**config.mk**
```make
export PLATFORM = sky130hd
export DESIGN_NAME = cv32e41s_wpt_filter
export DESIGN_NICKNAME = d
export VERILOG_FILES = /design/src/rtl/cv32e41s_wpt_filter.sv
export SDC_FILE = /design/constraint.sdc
export NUM_CORES = 1
export LEC_CHECK = 0
export ABC_AREA = 1
export BUFFER_PORTS_ARGS = -buffer_cell sky130_fd_sc_hd__buf_2
export CORE_AREA = 2 2 96 98
export CTS_BUF_LIST = sky130_fd_sc_hd__clkbuf_8 sky130_fd_sc_hd__clkbuf_16
export DETAILED_ROUTE_END_ITERATION = 6
export DIE_AREA = 0 0 98 100
export GPL_ROUTABILITY_DRIVEN = 0
export MAX_ROUTING_LAYER = met4
export PLACE_DENSITY = 0.57
export SLEW_MARGIN = 15
export SYNTH_ARGS = -nofsm -noshare
export SYNTH_HDL_FRONTEND = slang
export SYNTH_SLANG_ARGS = --single-unit
export TNS_END_PERCENT = 30
```
**constraint.sdc**
```tcl
create_clock -name clk -period 2.25 [get_ports clk]
set_input_delay 0.3375 -clock clk [delete_from_list [all_inputs] [get_ports clk]]
set_output_delay 0.3375 -clock clk [all_outputs]
set_load 0.02 [all_outputs]
```
**src/rtl/cv32e41s_wpt_filter.sv**
```systemverilog
// ---------------------------------------------------------------------------
// cv32e41s_wpt_filter
//
// Load/store watchpoint-trigger filter between the LSU request path and the
// MPU. A core request that hits a watchpoint trigger is consumed here and
// never reaches the bus. If the core asks to wait, a synthetic response that
// carries the captured trigger match is returned, but only after every bus
// transfer already in flight has returned. The filter counts outstanding
// bus transfers itself and stops issuing new ones at MAX_OUTSTANDING.
//
// Ports
//   clk, rst                  clock, synchronous active-high reset
//   trigger_match_i           per-trigger match for the current core request
//   core_trans_valid_i/_ready_o/core_trans_i   core request handshake + payload
//   mpu_trans_valid_o/_ready_i/mpu_trans_o     request towards the MPU
//   mpu_resp_valid_i, mpu_resp_i               response from the MPU
//   core_resp_valid_o, core_resp_o, core_resp_wpt_o  response towards core
//   core_wpt_wait_i           1: report the hit after drain, 0: consume silently
//   core_wpt_match_o          immediate match report (trigger_match_i)
//   outstanding_o             registered outstanding bus transfer count
// ---------------------------------------------------------------------------
module cv32e41s_wpt_filter #(
    parameter int NUM_TRIGGERS    = 4,
    parameter int MAX_OUTSTANDING = 2,
    parameter int REQ_W           = 72,
    parameter int RSP_W           = 40,
    parameter int CNT_W           = $clog2(MAX_OUTSTANDING + 1)
) (
    input  logic                    clk,
    input  logic                    rst,
    input  logic [NUM_TRIGGERS-1:0] trigger_match_i,
    input  logic                    core_trans_valid_i,
    output logic                    core_trans_ready_o,
    input  logic [REQ_W-1:0]        core_trans_i,
    output logic                    mpu_trans_valid_o,
    input  logic                    mpu_trans_ready_i,
    output logic [REQ_W-1:0]        mpu_trans_o,
    input  logic                    mpu_resp_valid_i,
    input  logic [RSP_W-1:0]        mpu_resp_i,
    output logic                    core_resp_valid_o,
    output logic [RSP_W-1:0]        core_resp_o,
    output logic [NUM_TRIGGERS-1:0] core_resp_wpt_o,
    input  logic                    core_wpt_wait_i,
    output logic [NUM_TRIGGERS-1:0] core_wpt_match_o,
    output logic [CNT_W-1:0]        outstanding_o
);

    typedef enum logic [1:0] {
        IDLE = 2'd0,
        WAIT = 2'd1,
        RESP = 2'd2
    } state_e;

    state_e                  state_q, state_n;
    logic [NUM_TRIGGERS-1:0] match_q, match_n;
    logic [CNT_W-1:0]        cnt_q, cnt_n;
    logic                    cap;
    logic                    hit;
    logic                    bus_fire;

    // Plain passthroughs.
    assign mpu_trans_o      = core_trans_i;
    assign core_wpt_match_o = trigger_match_i;
    assign outstanding_o    = cnt_q;

    assign cap      = (cnt_q == CNT_W'(MAX_OUTSTANDING));
    assign hit      = (|trigger_match_i) && core_trans_valid_i;
    assign bus_fire = mpu_trans_valid_o && mpu_trans_ready_i;

    // The cap keeps the count within 0..MAX_OUTSTANDING, so no saturation
    // logic is needed; the illegal underflow case is covered by an assertion.
    assign cnt_n = cnt_q + CNT_W'(bus_fire) - CNT_W'(mpu_resp_valid_i);

    // NOTE: every output of this block gets a default first so that no path
    // through the case statement leaves a signal unassigned (no latches).
    always_comb begin
        state_n            = state_q;
        match_n            = match_q;
        mpu_trans_valid_o  = 1'b0;
        core_trans_ready_o = 1'b0;
        core_resp_wpt_o    = '0;

        case (state_q)
            IDLE: begin
                if (hit) begin
                    // Consumed locally, even while the bus side is capped.
                    core_trans_ready_o = 1'b1;
                    match_n            = trigger_match_i;
                    if (core_wpt_wait_i) begin
                        state_n = (cnt_n == '0) ? RESP : WAIT;
                    end
                end else begin
                    mpu_trans_valid_o  = core_trans_valid_i && !cap;
                    core_trans_ready_o = mpu_trans_ready_i && !cap;
                end
            end
            WAIT: begin
                if (cnt_n == '0) begin
                    state_n = RESP;
                end
            end
            RESP: begin
                core_resp_wpt_o = match_q;
                match_n         = '0;
                state_n         = IDLE;
            end
            default: begin
                state_n = IDLE;
            end
        endcase
    end

    // Bus responses are forwarded combinationally; the synthetic response
    // carries an all-zero payload. Both never coincide (cnt is 0 in RESP).
    assign core_resp_valid_o = mpu_resp_valid_i || (state_q == RESP);
    assign core_resp_o       = mpu_resp_valid_i ? mpu_resp_i : '0;

    // NOTE: sequential state is updated with non-blocking assignments only,
    // so every register samples the pre-edge values of the others.
    always_ff @(posedge clk) begin
        if (rst) begin
            state_q <= IDLE;
            match_q <= '0;
            cnt_q   <= '0;
        end else begin
            state_q <= state_n;
            match_q <= match_n;
            cnt_q   <= cnt_n;
        end
    end

    // Protocol checks on the environment.
    a_no_resp_when_empty : assert property (@(posedge clk) disable iff (rst)
        mpu_resp_valid_i |-> (cnt_q != '0));

    a_no_resp_in_resp : assert property (@(posedge clk) disable iff (rst)
        (state_q == RESP) |-> !mpu_resp_valid_i);

    a_cnt_bounded : assert property (@(posedge clk) disable iff (rst)
        cnt_q <= CNT_W'(MAX_OUTSTANDING));

endmodule

```
==> summary.txt, run 1 <==
Outcome
  • Status: completed

Global route
  • GRT Overall Usage: 6.143%
  • Antenna violations before repair: 0
  • Vias in the first global route: 980
  • Largest net degree at the start of global routing: 41
  • GRT overflow: 0
  • First-pass GRT wire length: around 4.8 mm

Timing
  • Hold WS: 377.7 ps
  • # setup viols final: 0
  • Rel. slew slack: 75.62%
  • F_max: 580.0 MHz
  • Final Hold Fails: 0
  • Setup TNS: 0 ps
  • Clock skew: roughly 0.57 ps
  • Tightest Pin Transition: roughly 370 ps
  • Final period util: 76.63%
  • Final slew viol count: 0
  • Unrepaired setup endpoints after global routing: no
  • Final Critical Period: roughly 1700 ps

Setup path
  • Crit path top cell by count: inv_1
  • Reg2Reg Launch Point: state_q[1]
  • CP top delay family: simple AND/OR/NAND/NOR gates
  • WS Path Type: flop to flop
  • Worst Setup Start Kind: flop
  • Crit path from: state_q[1]
  • R2r setup slk: 530 ps
  • CP cell instances: nor2_4 -> nand2_1 -> nor2_2 -> nand2_1 -> ha_1 -> inv_1 -> ha_1 -> inv_1 -> nand3_2 -> inv_1 -> nor2_1
  • Worst-path maximum fanout: 7
  • CP Buf/Inv Count: 3
  • Slowest cell on the critical path: dfxtp_1
  • Required time of the critical path: 2370 ps
  • CP endpoint kind: flop
  • CP peak stage delay: around 350 ps
  • CP Data Arrival Time: 1840 ps

Yosys
  • Post-synth net total: 350
  • Flops & latches, synth: 8
  • Mapped Cells: 226
  • Sequential element share of the synthesized area: a little under an eighth
  • Mean post-synth cell area: 5.979 sq um
  • Post-Syn Area: approximately 1400 sq um
  • Cell variety after synth: 18
  • Synth warn: 0

Layout
  • Antenna cell count: 0
  • Area of the multi-input gates: 401.6 sq um
  • Most common cell after layout, fill and taps aside: buf_2
  • Layout area overhead: 7.686%
  • Commonest non-fill, non-tap cells in the layout: buf_2, inv_1, nand2_1
  • Share of cells above drive strength 1: 45.02%
  • Nets: between 300 and 400
  • Fill cells: 1034
  • FF/Latch Area: 160.2 sq um

CTS
  • Max Buffers Root-to-Sink: 2
  • Hold Buf Count CTS: 0
  • Total CTS buffers: 3
  • Root buf cell: clkbuf_8
  • CTS clk-pin slew, worst paths: ~40 ps
  • H-Tree Level Count: 1
  • Post-CTS Setup Bufs: 0
  • Post-CTS resize count: 0
  • Clock latency on the worst-skew pair: 220 ps
  • Clk sinks: 8
  • CTS tree: done

Drt
  • DR vias: 1204
  • Initial DRC count: 31
  • Final WL: 3.450 mm
  • DR pass1 iterations: 4
  • Routed vias/inst: 3.326
  • Detail Route Antenna Nets: 0
  • Residual DRC: 0
  • Wire per inst: 9.530 microns

Floorplan
  • Height of the die: 100 microns
  • Area of the die: a little under 10000 sq um
  • # IOs: approximately 250
  • Initial Util: between 10% and 20%
  • Placeable Area: just under 9000 sq um
  • FP Rows: 35
  • Die Wd: 98 microns

Worst hold path
  • HP Class: primary input to flop
  • HP Start: rst

Pwr
  • Power Dens Cells: 446.8 nW/um^2
  • Worst VDD drop: roughly 0.16 mV
  • Leakage power total: roughly 1.1 nW

Place
  • Port Buf Inserts: 102
  • DP HPWL: ~3.0 mm

Run
  • MaxCap Viol Count: 0
==> flip-flops by register name, summed over array words and instances, names as in the netlist <==
| register | count |
|---|---|
| state_q | 2 |
| outstanding_o | 2 |
| match_q | 4 |
==> area by class of cell <==
class                   count  area share (%)
inverters                  52           13.41
well taps                 111           9.544
repair buffers            103           35.60
clock buffers               3           2.837
flip-flops and latches      8           11.01
multi-input cells          85           27.60
==> metal layers <==
metal	vias to the layer above	track usage [%]	wire [microns]
met5	-	-	0
met4	0	4.594	159
met3	32	4.735	570
met2	63	6.428	1398
met1	489	7.378	1322
li1	620	-	-
==> synth_stat cells, drive strengths merged <==
library cell   n  area, sq um
buf           80        590.6
nand2         51        196.4
xor2           1        8.760
dfxtp          8        160.2
ha             2        25.02
nand4          4        25.02
nor2          12        57.55
xnor2          1        8.760
nand3          7        45.04
clkbuf         1        3.750
inv           52        195.2
nor3           2        10.01
a21oi          5        25.02
==> kinds of logic (layout without fill, tap and decap cells) <==
logic type      count (synthesis)  count (layout)  share of synthesized area (%)
flops                           8               8                          11.85
fa+ha+maj                       2               2                          1.852
simple gates                   76              76                          24.72
compound gates                  5               5                          1.852
buf+inv                       133             158                          58.43
xor+xnor                        2               2                          1.297
==> final timing paths <==
path	depth (start not counted)	to
hold reg to reg	2	match_q[1]
hold / removal	2	match_q[1]
setup / recovery	11	state_q[0]
setup reg to reg	11	state_q[0]
==> per-stage QoR <==
step           power, mW  area [sq um]  worst slack (ps)  utilization (%)  std cells
2_1_floorplan     0.5587          1351             385.1                -        226
3_3_place_gp      0.4822          1414             383.2            15.90        359
3_5_place_dp      0.4874          1414             345.2            15.90        359
4_1_cts           0.6633          1455             518.5            16.37        362
5_1_grt           0.7054          1455             375.9            16.37        362
6_report          0.6502          1455             525.9            16.37        362
==> report_power, final <==
group	total, mW	internal (mW)	switching, mW
combinational	0.309	0.118	0.191
clock	0.167	0.115	0.0519
sequential	0.174	0.159	0.0148
total	0.650	0.393	0.258
(Power assumes the default switching activity.)
==> run 2, diff against run 1 <==
--- a/config.mk
+++ b/config.mk
@@ -5,12 +5,12 @@
 export SDC_FILE = /design/constraint.sdc
 export NUM_CORES = 1
 export LEC_CHECK = 0
-export ABC_AREA = 1
+export ABC_AREA = 0
 export BUFFER_PORTS_ARGS = -buffer_cell sky130_fd_sc_hd__buf_2
-export CORE_AREA = 2 2 96 98
+export CORE_AREA = 2 2 95 97
 export CTS_BUF_LIST = sky130_fd_sc_hd__clkbuf_8 sky130_fd_sc_hd__clkbuf_16
 export DETAILED_ROUTE_END_ITERATION = 6
-export DIE_AREA = 0 0 98 100
+export DIE_AREA = 0 0 97 99
 export GPL_ROUTABILITY_DRIVEN = 0
 export MAX_ROUTING_LAYER = met4
 export PLACE_DENSITY = 0.57
==> constraint.sdc (replaced) <==
create_clock -name clk -period 1.6 [get_ports clk]
set_input_delay 0.24 -clock clk [delete_from_list [all_inputs] [get_ports clk]]
set_output_delay 0.24 -clock clk [all_outputs]
set_load 0.02 [all_outputs]
==> summary.txt, run 2 <==
Yosys
  • Share of the synthesized area in the top cell type: 45.10% (was 42.22%)
  • Largest cells by area after synthesis: buf_4, and2_1, dfxtp_1 (was buf_4, inv_1, nand2_1)
  • Sequential element share of the synthesized area: 12.66% (was 11.85%)
  • Flops & latches, synth: 8 (unchanged)
  • Cell variety after synth: 21 (was 18)
  • Most used DFF post-synth: dfxtp_1 (unchanged)
  • Top post-synthesis cells by count: buf_4, and2_1, dfxtp_1 (was buf_4, inv_1, nand2_1)
  • Most frequent cell after synthesis: buf_4 (unchanged)
  • Yosys top cell by area: buf_4 (unchanged)
  • Post-Syn Area: 1265 sq um (was 1351 sq um)
  • Post-synth net total: 292 (was 350)
  • Mapped Cells: 168 (was 226)
  • Post-synthesis async set-or-reset flop share: 0% (unchanged)
  • Mean post-synth cell area: 7.530 sq um (was 5.979 sq um)
  • Synth warn: 0 (unchanged)
  • EDFF count, synth: 0 (unchanged)

Timing
  • Rel. slew slack: 81.78% (was 75.62%)
  • F_max: 531.9 MHz
  • Final Hold Fails: 0 (unchanged)
  • # setup viols final: 3 (was 0)
  • Hold WS: 220.6 ps (was 377.7 ps)
  • Final period util: 117.5%
  • Final Critical Period: 1880 ps
  • Unrepaired setup endpoints after global routing: yes (was no)
  • Clock skew: 3.696 ps (was 0.5704 ps)
  • Final slew viol count: 0 (unchanged)
  • Setup ws final: -280.1 ps (was 525.9 ps)
  • Tightest Pin Transition: 269.5 ps (was 365.7 ps)

Floorplan
  • Area of the die: 9603 sq um (was 9800 sq um)
  • Die Wd: 97 microns (was 98 microns)
  • Initial Util: 14.79% (was 15.20%)
  • FP Rows: 34 (was 35)
  • Height of the die: 99 microns (was 100 microns)
  • Placeable Area: 8551 sq um (was 8890 sq um)
  • # IOs: 247 (unchanged)

Global route
  • Vias in the first global route: 1052 (was 980)
  • Largest net degree at the start of global routing: 35 (was 41)
  • First-pass GRT wire length: 5.057 mm (was 4.774 mm)
  • Antenna violations before repair: 0 (unchanged)
  • GRT overflow: 0 (unchanged)
  • GRT Overall Usage: 6.736% (was 6.143%)

Setup path
  • Crit path top cell by count: ha_4 (was inv_1)
  • CP endpoint kind: flop (unchanged)
  • Required time of the critical path: 1720 ps (was 2370 ps)
  • Worst Setup Start Kind: primary input (was flop)
  • Worst-path maximum fanout: 2 (was 7)
  • CP cell instances: buf_8 -> o41ai_4 -> and4_4 -> nand2_4 -> ha_4 -> inv_4 -> ha_4 -> xnor3_2 -> nand2b_4 -> and3b_2 (was nor2_4 -> nand2_1 -> nor2_2 -> nand2_1 -> ha_1 -> inv_1 -> ha_1 -> inv_1 -> nand3_2 -> inv_1 -> nor2_1)
  • WS Path Type: primary input to flop (was flop to flop)
  • Slowest cell on the critical path: o41ai_4 (was dfxtp_1)
  • CP Data Arrival Time: 2000 ps (was 1840 ps)
  • CP peak stage delay: 370 ps (was 350 ps)

Pwr
  • P_sw: 0.3868 mW (was 0.2577 mW)
  • Sw Share: 36.59% (was 39.63%)
  • Worst VDD drop: 0.2938 mV (was 0.1572 mV)
  • Combinational share of power: 53.9% (was 47.5%)
  • Power Dens Cells: 696.5 nW/um^2 (was 446.8 nW/um^2)
  • Seq pwr share: 23.1% (was 26.8%)
  • Internal power: 0.6703 mW (was 0.3925 mW)
  • Leakage power total: 0.8333 nW (was 1.077 nW)
  • Clock network power share: 23.0% (was 25.7%)

Drt
  • Wire per inst: 11.30 microns (was 9.530 microns)
  • DR pass1 iterations: 4 (unchanged)
  • Detail Route Antenna Nets: 0 (unchanged)
  • Residual DRC: 0 (unchanged)
  • Final WL: 3.514 mm (was 3.450 mm)
  • DR vias: 1100 (was 1204)
  • Routed vias/inst: 3.537 (was 3.326)
  • Initial DRC count: 32 (was 31)

Outcome
  • Status: finished with violations (was completed)
  • Violated checks: negative setup slack

Layout
  • Most common cell after layout, fill and taps aside: buf_2 (unchanged)
  • Commonest non-fill, non-tap cells in the layout: buf_2, and2_1, buf_4 (was buf_2, inv_1, nand2_1)
  • Reg with most FFs: match_q (unchanged)
  • Number of flip-flops in the largest register: 4 (unchanged)
  • Nets: 329 (was 377)
  • FF/Latch Area: 160.2 sq um (unchanged)
  • Share of cells above drive strength 1: 62.56% (was 45.02%)
  • Antenna cell count: 0 (unchanged)
  • Fill cells: 987 (was 1034)
  • Layout area overhead: 19.98% (was 7.686%)
  • Area of the multi-input gates: 548.0 sq um (was 401.6 sq um)

CTS
  • H-Tree Level Count: 1 (unchanged)
  • Max Buffers Root-to-Sink: 2 (unchanged)
  • CTS tree: done (unchanged)
  • CTS clk-pin slew, worst paths: 40 ps (about the same)
  • Total CTS buffers: 3 (unchanged)
  • Clk sinks: 8 (unchanged)
  • Clock latency on the worst-skew pair: 230 ps (was 220 ps)
  • Root buf cell: clkbuf_8 (unchanged)
  • Hold Buf Count CTS: 0 (unchanged)

Place
  • DP HPWL: 2.970 mm (was 2.957 mm)
  • Port Buf Inserts: 102 (unchanged)
  • Dpl ws: -516.2 ps (was 345.2 ps)

Run
  • MaxCap Viol Count: 0 (unchanged)

Worst hold path
  • HP Class: primary input to flop (unchanged)
run 2: changes by cell type after synthesis, sizes merged, moves of 2 or more:
cell | before | now
inv | 52 | 6
nand2 | 51 | 6
and2 | 0 | 44
nor2 | 12 | 3
nand3 | 7 | 0
a21oi | 5 | 1
buf | 80 | 76
nand4 | 4 | 0
o21ai | 0 | 4
clkbuf | 1 | 4
nor2b | 0 | 3
nand2b | 0 | 2
nor3 | 2 | 0
run 2: metal layers:
metal	up-vias	GRT usage, %	routed length (microns)
met4	0	2.709	79
met1	481	6.576	1176
li1	510	-	-
met2	95	11.70	1790
met5	-	-	0
met3	14	3.050	468
run 2: layout make-up:
cell class                      instances  share of cell area (%)
Multi-Input combinational cell         74                   36.11
Sequential cell                         8                   10.55
Tap cell                              108                   8.904
Clock buffer                            3                   2.721
Timing Repair Buffer                  112                   40.07
Inverter                                6                   1.649
run 2: power by group through the flow:
stage,Sequential (mW),Combinational (mW),Clock (mW)
detailed placement,0.248,0.497,0
global route,0.248,0.624,0.257
global placement,0.247,0.492,0
floorplan,0.266,0.529,0
CTS,0.245,0.551,0.251
finish,0.244,0.569,0.243
run 2: cell families (layout without fill, tap and decap cells):
logic type	count (synthesis)	in the layout	synth area share, %
simple gates	63	63	30.17
fa+ha+maj	2	2	1.978
xor+xnor	1	1	1.780
compound gates	8	8	5.342
buf+inv	86	121	48.07
flops	8	8	12.66
run 2: what timing repair did:
item / in CTS / in global routing
endpoints found under the setup margin: 4 / 4
setup buffers: 1 / 0
gates resized for setup: 9 / 8
pin swaps: 3 / 3
run 2: through the flow:
step	area, sq um	setup TNS, ps	std cells	power (mW)	utilization (%)
floorplan	1269	-1168	168	0.7954	-
global placement	1396	-1574	307	0.7398	16.33
detailed placement	1396	-1624	307	0.7454	16.33
CTS	1490	-676.6	311	1.047	17.43
global route	1518	-974.8	311	1.129	17.75
finish	1518	-699.7	311	1.057	17.75
run 2: final timing paths:
kind,start,to,slack (ps),depth (start not counted)
max,trigger_match_i[2],state_q[0],-280,10
min,trigger_match_i[1],match_q[1],220,3
max reg2reg,state_q[0],state_q[0],-240,9
min reg2reg,match_q[3],match_q[3],460,2
run 2: worst max-delay path, delay by kind of cell:
kind | cells | cell delay, ps
AND/OR/NAND/NOR | 4 | 590
XOR/XNOR | 1 | 250
adder cells (fa/ha/maj) | 2 | 410
AO/OA/AOI/OAI | 1 | 370
buffers and inverters | 2 | 130
